File: config.mk
export PLATFORM = sky130hd
export DESIGN_NAME = uart_rcvr_flat
export DESIGN_NICKNAME = d
export VERILOG_FILES = /design/src/rtl/uart_rcvr_if.sv /design/src/rtl/uart_rcvr.sv /design/src/flat_wrapper.sv
export SDC_FILE = /design/constraint.sdc
export NUM_CORES = 1
export LEC_CHECK = 0
export ABC_AREA = 1
export BUFFER_PORTS_ARGS = -buffer_cell sky130_fd_sc_hd__buf_4
export CORE_AREA = 8 8 61 63
export DETAILED_ROUTE_END_ITERATION = 10
export DIE_AREA = 0 0 69 71
export PLACE_DENSITY = 0.82
export SKIP_LAST_GASP = 1
export SYNTH_ARGS = -nofsm -noshare
export SYNTH_HDL_FRONTEND = slang
export SYNTH_SLANG_ARGS = --single-unit
File: constraint.sdc
create_clock -name Clock -period 1.7 [get_ports Clock]
set_clock_uncertainty 0.15 [all_clocks]
set_input_delay 0.17 -clock Clock [delete_from_list [all_inputs] [get_ports Clock]]
set_output_delay 0.17 -clock Clock [all_outputs]
set_load 0.01 [all_outputs]
File: src/rtl/uart_rcvr_if.sv
// rtl/uart_rcvr_if.sv - host-side signal bundle between the UART receiver and its line/host
interface uart_rcvr_if #(
  parameter int word_size = 8
);
  logic                 Serial_in;
  logic                 Read_done;
  logic [word_size-1:0] Data_out;
  logic                 Data_ready;
  logic                 Error_overrun;
  logic                 Error_frame;

  // line driver / host side
  modport master (
    output Serial_in,
    output Read_done,
    input  Data_out,
    input  Data_ready,
    input  Error_overrun,
    input  Error_frame
  );

  // receiver side
  modport slave (
    input  Serial_in,
    input  Read_done,
    output Data_out,
    output Data_ready,
    output Error_overrun,
    output Error_frame
  );
endinterface

File: src/rtl/uart_rcvr.sv
// rtl/uart_rcvr.sv - oversampling UART receiver with sticky overrun/framing flags; UART_RCVR_MAJORITY_EN selects 2-of-3 bit voting
module uart_rcvr #(
  parameter int word_size    = 8,
  parameter int CLKS_PER_BIT = 8
) (
  input  logic       Clock,
  input  logic       rst_b,
  uart_rcvr_if.slave bus
);
  localparam int HALF = CLKS_PER_BIT / 2;
  localparam int CW   = $clog2(CLKS_PER_BIT);
  localparam int BW   = $clog2(word_size + 1);
  localparam logic [CW-1:0] CNT_HALF = CW'(HALF - 1);
  localparam logic [CW-1:0] CNT_LAST = CW'(CLKS_PER_BIT - 1);
  localparam logic [BW-1:0] IDX_LAST = BW'(word_size - 1);

  typedef enum logic [2:0] {S_IDLE, S_START, S_DATA, S_STOP, S_BREAK} state_t;

  state_t               state, state_n;
  logic [CW-1:0]        cnt, cnt_n;
  logic [BW-1:0]        bit_idx, bit_idx_n;
  logic [word_size-1:0] shreg, shreg_n;
  logic [word_size-1:0] dout_n;
  logic                 rdy_n, ovr_n, frm_n;
  logic [1:0]           sync;
  logic                 rx_s;
  logic                 bit_val;

  assign rx_s = sync[1];

  // two-flop synchronizer for the asynchronous serial line, idles high
  always_ff @(posedge Clock or negedge rst_b) begin
    if (!rst_b) sync <= 2'b11;
    else        sync <= {sync[0], bus.Serial_in};
  end

`ifdef UART_RCVR_MAJORITY_EN
  localparam logic [CW-1:0] CNT_V0 = CW'(CLKS_PER_BIT - 3);
  localparam logic [CW-1:0] CNT_V1 = CW'(CLKS_PER_BIT - 2);
  logic [1:0] vote;

  // capture the two early votes of each data/stop bit; the third is rx_s itself
  always_ff @(posedge Clock or negedge rst_b) begin
    if (!rst_b) begin
      vote <= 2'b00;
    end else if (state == S_DATA || state == S_STOP) begin
      if (cnt == CNT_V0) vote[0] <= rx_s;
      if (cnt == CNT_V1) vote[1] <= rx_s;
    end
  end

  assign bit_val = (vote[0] & vote[1]) | (vote[0] & rx_s) | (vote[1] & rx_s);
`else
  assign bit_val = rx_s;
`endif

  // state, counters, shift register and host-visible registers
  always_ff @(posedge Clock or negedge rst_b) begin
    if (!rst_b) begin
      state             <= S_IDLE;
      cnt               <= '0;
      bit_idx           <= '0;
      shreg             <= '0;
      bus.Data_out      <= '0;
      bus.Data_ready    <= 1'b0;
      bus.Error_overrun <= 1'b0;
      bus.Error_frame   <= 1'b0;
    end else begin
      state             <= state_n;
      cnt               <= cnt_n;
      bit_idx           <= bit_idx_n;
      shreg             <= shreg_n;
      bus.Data_out      <= dout_n;
      bus.Data_ready    <= rdy_n;
      bus.Error_overrun <= ovr_n;
      bus.Error_frame   <= frm_n;
    end
  end

  // frame sequencing; a load or framing error in the same cycle overrides the Read_done clear
  always_comb begin
    state_n   = state;
    cnt_n     = cnt;
    bit_idx_n = bit_idx;
    shreg_n   = shreg;
    dout_n    = bus.Data_out;
    rdy_n     = bus.Data_ready;
    ovr_n     = bus.Error_overrun;
    frm_n     = bus.Error_frame;

    if (bus.Read_done) begin
      rdy_n = 1'b0;
      ovr_n = 1'b0;
      frm_n = 1'b0;
    end

    case (state)
      S_IDLE: begin
        if (!rx_s) begin
          state_n = S_START;
          cnt_n   = '0;
        end
      end
      S_START: begin
        if (cnt == CNT_HALF) begin
          cnt_n     = '0;
          bit_idx_n = '0;
          state_n   = rx_s ? S_IDLE : S_DATA;
        end else begin
          cnt_n = cnt + 1'b1;
        end
      end
      S_DATA: begin
        if (cnt == CNT_LAST) begin
          shreg_n   = {bit_val, shreg[word_size-1:1]};
          cnt_n     = '0;
          bit_idx_n = bit_idx + 1'b1;
          if (bit_idx == IDX_LAST) state_n = S_STOP;
        end else begin
          cnt_n = cnt + 1'b1;
        end
      end
      S_STOP: begin
        if (cnt == CNT_LAST) begin
          cnt_n = '0;
          if (bit_val) begin
            dout_n = shreg;
            rdy_n  = 1'b1;
            if (bus.Data_ready && !bus.Read_done) ovr_n = 1'b1;
            state_n = S_IDLE;
          end else begin
            frm_n   = 1'b1;
            state_n = S_BREAK;
          end
        end else begin
          cnt_n = cnt + 1'b1;
        end
      end
      S_BREAK: begin
        if (rx_s) state_n = S_IDLE;
      end
      default: state_n = S_IDLE;
    endcase
  end
endmodule
File: src/flat_wrapper.sv
// flat-port wrapper written by rule: the top's interface ports become plain ports
module uart_rcvr_flat 
#(
  parameter int word_size    = 8,
  parameter int CLKS_PER_BIT = 8
)
  (Clock, rst_b, bus_Serial_in, bus_Read_done, bus_Data_out, bus_Data_ready, bus_Error_overrun, bus_Error_frame);
  uart_rcvr_if #(.word_size(word_size)) bus_i ();
  input  logic Clock;
  input  logic rst_b;
  input wire logic [$bits(bus_i.Serial_in)-1:0] bus_Serial_in;
  input wire logic [$bits(bus_i.Read_done)-1:0] bus_Read_done;
  output wire logic [$bits(bus_i.Data_out)-1:0] bus_Data_out;
  output wire logic [$bits(bus_i.Data_ready)-1:0] bus_Data_ready;
  output wire logic [$bits(bus_i.Error_overrun)-1:0] bus_Error_overrun;
  output wire logic [$bits(bus_i.Error_frame)-1:0] bus_Error_frame;
  assign bus_i.Serial_in = bus_Serial_in;
  assign bus_i.Read_done = bus_Read_done;
  assign bus_Data_out = bus_i.Data_out;
  assign bus_Data_ready = bus_i.Data_ready;
  assign bus_Error_overrun = bus_i.Error_overrun;
  assign bus_Error_frame = bus_i.Error_frame;
  uart_rcvr #(.word_size(word_size), .CLKS_PER_BIT(CLKS_PER_BIT)) u_core (.Clock(Clock), .rst_b(rst_b), .bus(bus_i));
endmodule
* Yosys cells after proc, flatten, opt, wreduce, memory -nomap -nowiden
Cells that the tools add are included.
** Storage, ports and cells
- Register bits after elaboration :: 31
- Bits of input ports :: 4
- Output and inout port bits :: 11
- Logic and storage cells :: 64
** Cells by class
- Add/sub/neg operators :: 2
- Eq/ne operators :: 13
- Muxes and demuxes :: 29
- Reduce and logical (&&, ||, !) cells :: 11
** Operators by type and width (number)
- two-way mux 3 bit :: 10
- one-hot mux 3 bit (5 select lines) :: 1
- two-way mux 1 bit :: 13
- inequality test 2 x 1 -> 1 bit (second input constant) :: 5
- equality test 3 x 2 -> 1 bit (second input constant) :: 3
- one-hot mux 3 bit (3 select lines) :: 1
- two-way mux 4 bit :: 2
- one-hot mux 4 bit (2 select lines) :: 1
- equality test 3 bit (second input constant) :: 2
- AND reduction 3 bit :: 2
- AND reduction 6 bit :: 1
- adder 4 x 1 -> 4 bit (second input constant) :: 1
- equality test 4 x 3 -> 1 bit (second input constant) :: 1
- AND reduction 2 bit :: 2
- adder 3 x 1 -> 3 bit (second input constant) :: 1
- equality test 3 x 1 -> 1 bit (second input constant) :: 1
- logical NOT 3 bit :: 1
- nonzero test 3 bit :: 1
- two-way mux 2 bit :: 1
- inequality test 2 bit (second input constant) :: 1
- nonzero test 2 bit :: 1
- OR reduction 2 bit :: 1
- logical AND 1 bit :: 1
- logical NOT 1 bit :: 1

* Depth between registers and ports, before layout
Gate-level depths: netlist of run 1.
- Depth in word-level cells :: 6
- Gate-level depth with buffers :: 9
- Gate-level depth less buffers :: 8

* Worst setup path before layout of run 1
No wires, ideal clock.
- Kind :: register -> register
- From :: register u_core.cnt[0]
- To :: register u_core.shreg[0]
- Setup time :: 0.118 ns
- Data arrival time :: 1.197 ns
- Required time :: 1.432 ns
- Setup slack :: 0.235 ns
- Cell stages (with the launch flop) :: 8
- Path buffers :: 1
- Period minus slack after synthesis :: 1.465 ns
- Cells stage by stage :: dfrtp_1 > ha_1 > nand2_1 > inv_1 > nand3_4 > buf_6 > nand2_1 > o21ai_2
** Between the ends
- Longest elaborated chain between the ends :: 2
** Ends and longest elaborated chain
- start, declared :: line uart_rcvr.sv:20 : logic [CW-1:0] cnt, cnt_n;
- start signal, assigned :: line uart_rcvr.sv:70 : cnt <= cnt_n;
- equality test 3 bit :: line uart_rcvr.sv:114 : if (cnt == CNT_LAST) begin
- AND reduction 2 bit (no line)
- end signal, assigned :: line uart_rcvr.sv:72 : shreg <= shreg_n;
- end, declared :: line uart_rcvr.sv:22 : logic [word_size-1:0] shreg, shreg_n;
Every way passes these cells.
A chain may end at the register's enable or synchronous reset.

* Final worst setup path of run 1
- From :: register u_core.cnt[0]
- To :: register u_core.shreg[5]
Same word-level chain as after synthesis.

==> metrics, run 1 <==
Gate Count Post-Synth=158; Worst Tran Pin Value=0.384 ns; Seq pwr share=0.479; Syn Nets=166; Finished Layout Cells=218; DIE AREA=4900 um^2; Max Clk Rate=631 MHz; worst vdd ir=0.000891 V; Unique masters post-synth=22; share of layout cells above drive strength 1=0.303; Syn Area/Cell=9.39 um^2; Post-Route WL=2720 um; met2 usage=0.196; GRT Max-Usage Layer=met2; critical path peak fanout=15; placed insts=204; kind of critical path=reg -> reg; # diodes=0; clock share of power=0.262; worst skew pair latency=0.33 ns; GPL Wtd Cong=0.828; final worst-path cycle share=0.932; Worst setup EP type=register; CTS Buffer Depth=2; Reg2Reg Depth=6; post-synthesis register bit count=31; Switch Pwr=629 uW; synth warn=0; M1 GR Usage=0.123; clock root buffer=clkbuf_4; Initial Util=0.520; Via density=4.99; die height=71 um; initial antenna violation count=0; # DRC=0; drt pass-1 iters=4; Core Area=2850 um^2; Final TNS setup=0 ns; Pwr Total=1840 uW; Lkg Pwr=0.000863 uW; Tot GR Track Use=0.112; outcome=completed; largest net degree at the start of global routing=32; H-tree levels=2; global-route wire length before repair=4570 um; Sinks on Clock Net=31; Max Cap Viol=0; total gr overflow=0; placed cell areas=1610 um^2; reg2reg start=u_core.cnt[0]$_DFFE_PN0P_; Fin. Hold Viols=0; WP data arrival=1.69 ns; Layout area overhead=16.9%; flop2flop setup slack=0.12 ns; Comb pwr share=0.259; CTS tree=built; crit path time final=1.58 ns; Post-layout nets=192; Final Cell Area=1730 um^2; Pwr Density=1060 nW/um^2; total CTS buffers=5; CP Launch Type=register; R2R Path End=u_core.shreg[5]$_DFFE_PN0P_; RSZ-0062 raised after global routing=no; met3 Use GR=0.0364; chip width=69 um; internal power=1210 uW; HP Class=in -> async; mapped cell area=1480 um^2; vias in the first global route=1068; routed len/inst=12.5 um; via count=1087; Seq/Total Area, Yosys=0.524; number of port buffers=14; FP Rows=20; Final setup violation count=0; Rel. slew slack=0.744; Post-DP HPWL=1970 um; Routed Antenna Nets=0; Reg clk slew, reported paths=0.10 ns; final hold slack=0.148 ns; Required @ worst endpoint=1.80 ns; Slew Limit Fails=0; IO Count=15; switching share of power=0.342; First DRT Iteration DRCs=46
-- kinds of logic (layout without fill, tap and decap cells) --
group / count (synthesis) / after routing / synth area share
flip-flops: 31 / 31 / 0.524
XOR/XNOR: 1 / 1 / 0.00590
buffers and inverters: 23 / 50 / 0.0734
AND/OR/NAND/NOR: 76 / 76 / 0.239
adder cells (fa/ha/maj): 4 / 4 / 0.0337
AO/OA/AOI/OAI: 23 / 23 / 0.123
-- power by group through the flow --
stage | registers (uW) | clock network (uW) | logic, uW
after floorplan | 856 | 0 | 410
after global placement | 882 | 0 | 448
after detailed placement | 890 | 0 | 473
after CTS | 876 | 488 | 484
after global routing | 891 | 514 | 543
final | 880 | 482 | 476
-- layer usage --
layer,share of wire,up-vias
met4,0.011,0
li1,-,553
met3,0.051,4
met5,0,-
met2,0.50,27
met1,0.43,503
-- sequential cells by signal (all words and copies together), names as in the netlist --
| signal | flops |
|---|---|
| u_core.bit_idx | 4 |
| u_core.state | 3 |
| u_core.bus.Data_ready | 1 |
| u_core.shreg | 8 |
| u_core.cnt | 3 |
| u_core.bus.Error_overrun | 1 |
| u_core.sync | 2 |
| u_core.bus.Error_frame | 1 |
| u_core.bus.Data_out | 8 |
-- worst max-delay path, cell delays in order, from the launching register on --
cell and delay [ns]:
dfrtp_1 0.42, ha_1 0.20, nand2_1 0.10, inv_2 0.14
nand3_4 0.17, buf_4 0.22, o21ai_2 0.12
-- repair_timing --
item                                    4_1_cts  5_1_grt
hold buffers                                  3        0
buffers inserted                              0        3
resized for setup                             0        2
endpoints found under the setup margin        0       17
endpoints found under the hold margin        35        0
-- cell type report --
type	instances	area, um^2
repair buffers	22	173
clock buffers	8	68.8
inverters	20	75.1
well taps	33	41.3
fillers	242	1120
multi-input cells	104	597
flip-flops and latches	31	779
-- cells in the mapped netlist --
| master | number | area, um^2 |
|---|---|---|
| nand2_1 | 51 | 191 |
| dfrtp_1 | 29 | 726 |
| inv_1 | 19 | 71.3 |
| o21ai_2 | 16 | 140 |
| nand3_1 | 9 | 45.0 |
| ha_1 | 4 | 50.1 |
| nor2_1 | 4 | 15.0 |
| buf_6 | 3 | 33.8 |
| nand2_2 | 3 | 18.8 |
| nor2_2 | 3 | 18.8 |
| o21ai_0 | 3 | 15.0 |
| dfstp_2 | 2 | 52.6 |
| nand3_4 | 2 | 35.0 |
| o21a_1 | 2 | 15.0 |
| a21oi_1 | 1 | 5.00 |
| inv_2 | 1 | 3.75 |
| nand4_1 | 1 | 6.26 |
| nor2_4 | 1 | 11.3 |
| nor3b_1 | 1 | 7.51 |
| o211ai_1 | 1 | 7.51 |
| or2_1 | 1 | 6.26 |
| xnor2_1 | 1 | 8.76 |
-- how the worst max path moves through the flow --
stage | start | to | slack (ns) | depth (start not counted)
after global routing | u_core.cnt[0]$_DFFE_PN0P_ | u_core.bus.Data_out[5]$_DFFE_PN0P_ | 0.01 | 6
final | u_core.cnt[0]$_DFFE_PN0P_ | u_core.shreg[5]$_DFFE_PN0P_ | 0.12 | 6
after CTS | u_core.cnt[0]$_DFFE_PN0P_ | u_core.shreg[5]$_DFFE_PN0P_ | 0.02 | 6
after global placement | u_core.cnt[0]$_DFFE_PN0P_ | u_core.shreg[5]$_DFFE_PN0P_ | 0.16 | 6
after floorplan | u_core.cnt[0]$_DFFE_PN0P_ | u_core.shreg[0]$_DFFE_PN0P_ | 0.24 | 7
after detailed placement | u_core.cnt[0]$_DFFE_PN0P_ | u_core.shreg[5]$_DFFE_PN0P_ | 0.05 | 6
-- metrics by stage --
stage	worst slack, ns	utilization
6_report	0.116	0.608
5_1_grt	0.0113	0.608
4_1_cts	0.0211	0.600
3_5_place_dp	0.0463	0.565
3_3_place_gp	0.157	0.565
2_1_floorplan	0.235	-
-- placed cells by master (no fill, tap or decap) --
cell           synthesis  final
clkbuf_8               0      2
ha_1                   4      4
dlygate4sd3_1          0      3
o21ai_2               16     16
clkbuf_1               0      1
o211ai_1               1      1
o21a_1                 2      2
nand2_1               51     51
nand3_4                2      2
or2_1                  1      1
inv_1                 19     18
dfrtp_2                0      1
a21oi_1                1      1
nor2_2                 3      3
inv_2                  1      2
dfrtp_1               29     28
nor3b_1                1      1
xnor2_1                1      1
dfstp_2                2      2
nand2_2                3      3
nand3_1                9      9
nor2_1                 4      4
o21ai_0                3      3
nor2_4                 1      1
buf_4                  0     19
clkbuf_4               0      5
nand4_1                1      1
No activity file was read; power rests on OpenSTA's default activity.
==> run 2, diff against run 1 <==
- CAP_MARGIN: not set -> 20
- CTS_BUF_LIST: not set -> sky130_fd_sc_hd__clkbuf_8
==> run 2 against run 1 <==
  * Global-route usage rose by 0.62 points
  * Critical path depth fell by 1
  * Flip-flop and latch count did not move
  * Clock power rose by 29%
  * Total power rose by 7.6%
  * Sequential share of layout area fell by 0.84 points
  * Final cell count did not move
==> metrics, run 2 (synthesis gave the netlist of run 1 again) <==
outcome=completed; Post-layout nets=192 (unchanged); # DRC=0 (unchanged); WP data arrival=1.58 ns (-0.11 ns); CP Launch Type=register; worst setup margin=0.136 ns (+0.0193 ns); Tot GR Track Use=0.118 (+0.00618); global-route wire length before repair=4760 um (+4.1%); Pwr Density=1120 nW/um^2 (+5.8%); initial antenna violation count=0 (unchanged); area taken by multi-input logic gates=597 um^2 (unchanged); FP Rows=20 (unchanged); Final TNS setup=0 ns (unchanged); vias in the first global route=1064 (-0.37%); critical path peak fanout=17 (+2); M1 GR Usage=0.134 (+0.0110); kind of critical path=reg -> reg; Sinks on Clock Net=31 (unchanged); placed cell areas=1610 um^2 (unchanged); Worst Tran Pin Value=0.386 ns (+0.00207 ns); IO Count=15 (unchanged); total CTS buffers=5 (unchanged); Layout area overhead=18.9%; H-tree levels=2 (unchanged); Via density=4.93 (-1.1%); Lkg Pwr=0.000882 uW (+2.1%); worst vdd ir=0.000823 V (-7.7%); chip width=69 um (unchanged); total gr overflow=0 (unchanged); most frequent cells in the layout=nand2_1, dfrtp_1, inv_1, buf_4, o21ai_2; Slew Limit Fails=0 (unchanged); die height=71 um (unchanged); Pwr Total=1980 uW (+7.6%); Post-Place Setup Slack=0.0463 ns (unchanged); Routed Antenna Nets=0 (unchanged); Final setup violation count=0 (unchanged); # diodes=0 (unchanged); met2 usage=0.197 (+0.00102); clock root buffer=clkbuf_8; DIE AREA=4900 um^2 (unchanged); fillers=236 (-2.5%); Final Cell Area=1760 um^2 (+1.7%); biggest regs=u_core.bus.Data_out (8), u_core.shreg (8), u_core.bit_idx (4); worst skew pair latency=0.28 ns (-0.05 ns); Post-DP HPWL=1970 um (unchanged); number of port buffers=14 (unchanged); GRT Max-Usage Layer=met2; Max Cap Viol=0 (unchanged); commonest non-fill, non-tap cell in the layout=nand2_1; Initial Util=0.520 (unchanged); Rel. slew slack=0.742 (-0.00138); Max Clk Rate=639 MHz (+1.2%); final worst-path cycle share=0.920 (-0.0113); Core Area=2850 um^2 (unchanged); RSZ-0062 raised after global routing=no; routed len/inst=12.7 um (+1.7%); GPL Wtd Cong=0.828 (unchanged); largest net degree at the start of global routing=32 (unchanged); CTS tree=built; Reg area=778 um^2 (-0.16%); CTS Buffer Depth=2 (unchanged); Reg2Reg Depth=5 (-1); Worst setup EP type=register; crit path time final=1.56 ns (-0.0193 ns); First DRT Iteration DRCs=34 (-26%); HP Class=in -> async; met3 Use GR=0.0420 (+0.00559); Required @ worst endpoint=1.71 ns (-0.09 ns); Fin. Hold Viols=0 (unchanged); via count=1075 (-1.1%); Post-Route WL=2770 um (+1.7%); share of layout cells above drive strength 1=0.297 (-0.00541); Reg clk slew, reported paths=0.06 ns (-0.04 ns); drt pass-1 iters=4 (unchanged)
-- run 2: cell types whose count changed in the layout (fill, tap and decap cells not counted) --
cell / before / now
clkbuf_4: 5 / 0
clkbuf_8: 2 / 7
clkbuf_1: 1 / 0
dfrtp_1: 28 / 29
dfrtp_2: 1 / 0
inv_1: 18 / 19
-- run 2: timing repair --
action | CTS | global route
hold endpoints to repair | 35 | 0
endpoints found under the setup margin | 0 | 19
setup buffers | 0 | 3
resized for setup | 0 | 1
hold buffers | 3 | 0
-- run 2: metrics by stage --
step                      hold slack, ns  std cells  utilization
after floorplan                   -0.276        158            -
after global placement           -0.0371        204        0.565
after detailed placement         -0.0267        204        0.565
after CTS                          0.205        215        0.611
after global routing               0.206        218        0.618
final                              0.202        218        0.618
-- run 2: path summary, 6_finish.rpt --
path                            slack (ns)                                  to                         from
worst max-delay path                  0.14  u_core.bus.Data_out[5]$_DFFE_PN0P_  u_core.state[1]$_DFFE_PN0P_
worst min-delay path                  0.20         u_core.state[1]$_DFFE_PN0P_                        rst_b
worst max register to register        0.14  u_core.bus.Data_out[5]$_DFFE_PN0P_  u_core.state[1]$_DFFE_PN0P_
worst min register to register        0.20            u_core.sync[1]$_DFF_PN1_     u_core.sync[0]$_DFF_PN1_
max in group asynchronous             0.88            u_core.sync[0]$_DFF_PN1_                        rst_b
min in group Clock                    0.20            u_core.sync[1]$_DFF_PN1_     u_core.sync[0]$_DFF_PN1_
-- run 2: metal layers --
| layer | vias up | part of all wire |
|---|---|---|
| li1 | 548 | - |
| met1 | 510 | 0.45 |
| met2 | 13 | 0.50 |
| met3 | 4 | 0.037 |
| met4 | 0 | 0.014 |
| met5 | - | 0 |
-- run 2: power breakdown --
part | internal, uW | switching, uW
clock network | 363 | 259
registers | 800 | 78.0
logic | 165 | 313
-- run 2: layout make-up --
type | instances | area share
clock inverters | 1 | 0.00213
flip-flops and latches | 31 | 0.441
inverters | 20 | 0.0426
clock buffers | 7 | 0.0546
multi-input cells | 104 | 0.338
repair buffers | 22 | 0.0979
well taps | 33 | 0.0234
-- run 2: worst max-delay path: stages (launching register included) --
cell     delay, ns
dfrtp_1       0.54
nand2_1       0.15
nor2_4        0.16
nand3_4       0.23
nand2_1       0.16
o21ai_2       0.06
==> run 3, diff against run 2 <==
- GPL_TIMING_DRIVEN: not set -> 0
- PLACE_DENSITY: 0.82 -> not set
- PLACE_DENSITY_LB_ADDON: not set -> 0.05
==> run 3 against run 2 <==
  * Routed wire length fell by 2.5%
  * Hold slack improved by 0.0048 ns
  * Critical path depth is 2 higher
  * Die area is the same
  * First-iteration DRC count grew 65%
  * Critical endpoint is now u_core.bus.Data_out[6]$_DFFE_PN0P_
==> metrics, run 3 (synthesis gave the netlist of run 1 again) <==
area taken by multi-input logic gates=597 um^2 (unchanged); Final setup violation count=0 (unchanged); Reg area=778 um^2 (unchanged); commonest non-fill, non-tap cell in the layout=nand2_1; Pwr Density=1190 nW/um^2 (+6.2%); total gr overflow=0 (unchanged); Pwr Total=2120 uW (+7.0%); Final TNS setup=0 ns (unchanged); CP Launch Point=u_core.cnt[0]$_DFFE_PN0P_; GPL Wtd Cong=0.756 (-8.8%); Fin. Hold Viols=0 (unchanged); Post-DP HPWL=1910 um (-3.3%); DIE AREA=4900 um^2 (unchanged); Required @ worst endpoint=1.72 ns (about the same); number of port buffers=14 (unchanged); RSZ-0062 raised after global routing=no; H-tree levels=2 (unchanged); most frequent CP cell=nand2_1; switching share of power=0.312 (-0.0165); Buf+Inv Stages, Crit Path=2 (+2); Worst setup EP type=register; final worst-path cycle share=0.932 (+0.0115); Routed Antenna Nets=0 (unchanged); reg2reg start=u_core.cnt[0]$_DFFE_PN0P_; most frequent cells in the layout=nand2_1, dfrtp_1, inv_1; vias in the first global route=1153 (+8.4%); Top delay family on crit path=flip-flops; worst vdd ir=0.00120 V (+46%); HP Class=in -> async; Sinks on Clock Net=31 (unchanged); CTS tree=built; Layout area overhead=19.8%; crit-path cells=ha_1 > nand2_1 > inv_2 > nand3_4 > buf_6 > nand2_1 > o21ai_2; clock root buffer=clkbuf_8; drt pass-1 iters=4 (unchanged); largest net degree at the start of global routing=32 (unchanged); # DRC=0 (unchanged); Post-CTS Setup Bufs=0 (unchanged); outcome=completed; Seq pwr share=0.403 (-0.041); global-route wire length before repair=4890 um (+2.6%); Comb pwr share=0.242 (about the same); # diodes=0 (unchanged); fillers=265 (+12%); FP Rows=20 (unchanged); Via density=5.03 (+2.0%); critical path peak fanout=10 (-7); Post-Route WL=2700 um (-2.5%); Initial Util=0.520 (unchanged); Core Area=2850 um^2 (unchanged); Reg clk slew, reported paths=0.07 ns (about the same); Max Cap Viol=0 (unchanged); CP max stage cell=dfrtp_1; chip width=69 um (unchanged); initial antenna violation count=0 (unchanged); First DRT Iteration DRCs=56 (+65%); CP peak stage delay=0.39 ns (-0.15 ns); CP Launch Type=register; Max Clk Rate=631 MHz (-1.2%); WP data arrival=1.61 ns (+0.03 ns); die height=71 um (unchanged); crit path time final=1.58 ns (+0.0196 ns); kind of critical path=reg -> reg; share of layout cells above drive strength 1=0.295 (-0.00222); fin util=0.623 (+0.00482); Slew Limit Fails=0 (unchanged); IO Count=15 (unchanged); routed len/inst=12.5 um (-1.6%); via count=1086 (+1.0%); Lkg Pwr=0.000883 uW (+0.17%); clock share of power=0.355 (+0.040); Worst Tran Pin Value=0.394 ns (+0.00728 ns); biggest regs=u_core.bus.Data_out (8), u_core.shreg (8), u_core.bit_idx (4); CTS Buffer Depth=2 (unchanged); worst skew pair latency=0.28 ns (about the same); flop2flop setup slack=0.12 ns (-0.02 ns); internal power=1460 uW (+9.6%); Switch Pwr=661 uW (+1.6%); total CTS buffers=5 (unchanged); Tot GR Track Use=0.121 (+0.00282); Post-layout nets=190 (-1.0%); Rel. slew slack=0.738 (-0.00485)
[run 3: repair_timing]
action | CTS | global route
gates resized for setup | 1 | 0
endpoints found under the hold margin | 35 | 0
hold buffers | 3 | 0
setup endpoints to repair | 3 | 0
[run 3: worst register-to-register path, cell delays in order (launching register included)]
cell	delay [ns]
dfrtp_1	0.39
ha_1	0.20
nand2_1	0.11
inv_2	0.16
nand3_4	0.15
buf_6	0.19
nand2_1	0.08
o21ai_2	0.05
[run 3: power groups by stage]
stage	logic (uW)	clock network (uW)	registers [uW]
6_report	513	751	852
3_5_place_dp	507	0	867
3_3_place_gp	490	0	864
4_1_cts	519	768	854
2_1_floorplan	410	0	856
5_1_grt	593	783	861
[run 3: final timing paths]
kind | end | cells past startpoint
max in group asynchronous | u_core.sync[1]$_DFF_PN1_ | 2
min | u_core.cnt[1]$_DFFE_PN0P_ | 2
min reg2reg | u_core.sync[1]$_DFF_PN1_ | 0
max reg2reg | u_core.bus.Data_out[6]$_DFFE_PN0P_ | 7
min in group Clock | u_core.sync[1]$_DFF_PN1_ | 0
max | u_core.bus.Data_out[6]$_DFFE_PN0P_ | 7
[run 3: final cells by class]
cell class,instances,share of cell area
plain buffers,3,0.0190
multi-input cells,104,0.336
inverters,20,0.0422
clock inverters,2,0.0197
repair buffers,17,0.0760
well taps,33,0.0232
flip-flops and latches,31,0.438
clock buffers,6,0.0464
[run 3: layer usage]
metal / part of all wire / up-vias / track usage
met5: 0 / - / 0
met4: 0.023 / 0 / 0.0706
met3: 0.027 / 8 / 0.0308
met2: 0.53 / 13 / 0.215
met1: 0.42 / 515 / 0.127
li1: - / 550 / -
[run 3: per-stage QoR]
stage / instances / setup WS (ns) / hold slack (ns) / cell area [um^2]
after detailed placement: 205 / 0.00436 / -0.0217 / 1630
after global routing: 216 / 0.00758 / 0.219 / 1780
after CTS: 216 / 0.0822 / 0.215 / 1780
after global placement: 205 / 0.0575 / -0.0295 / 1630
final: 216 / 0.116 / 0.207 / 1780
after floorplan: 158 / 0.235 / -0.276 / 1480
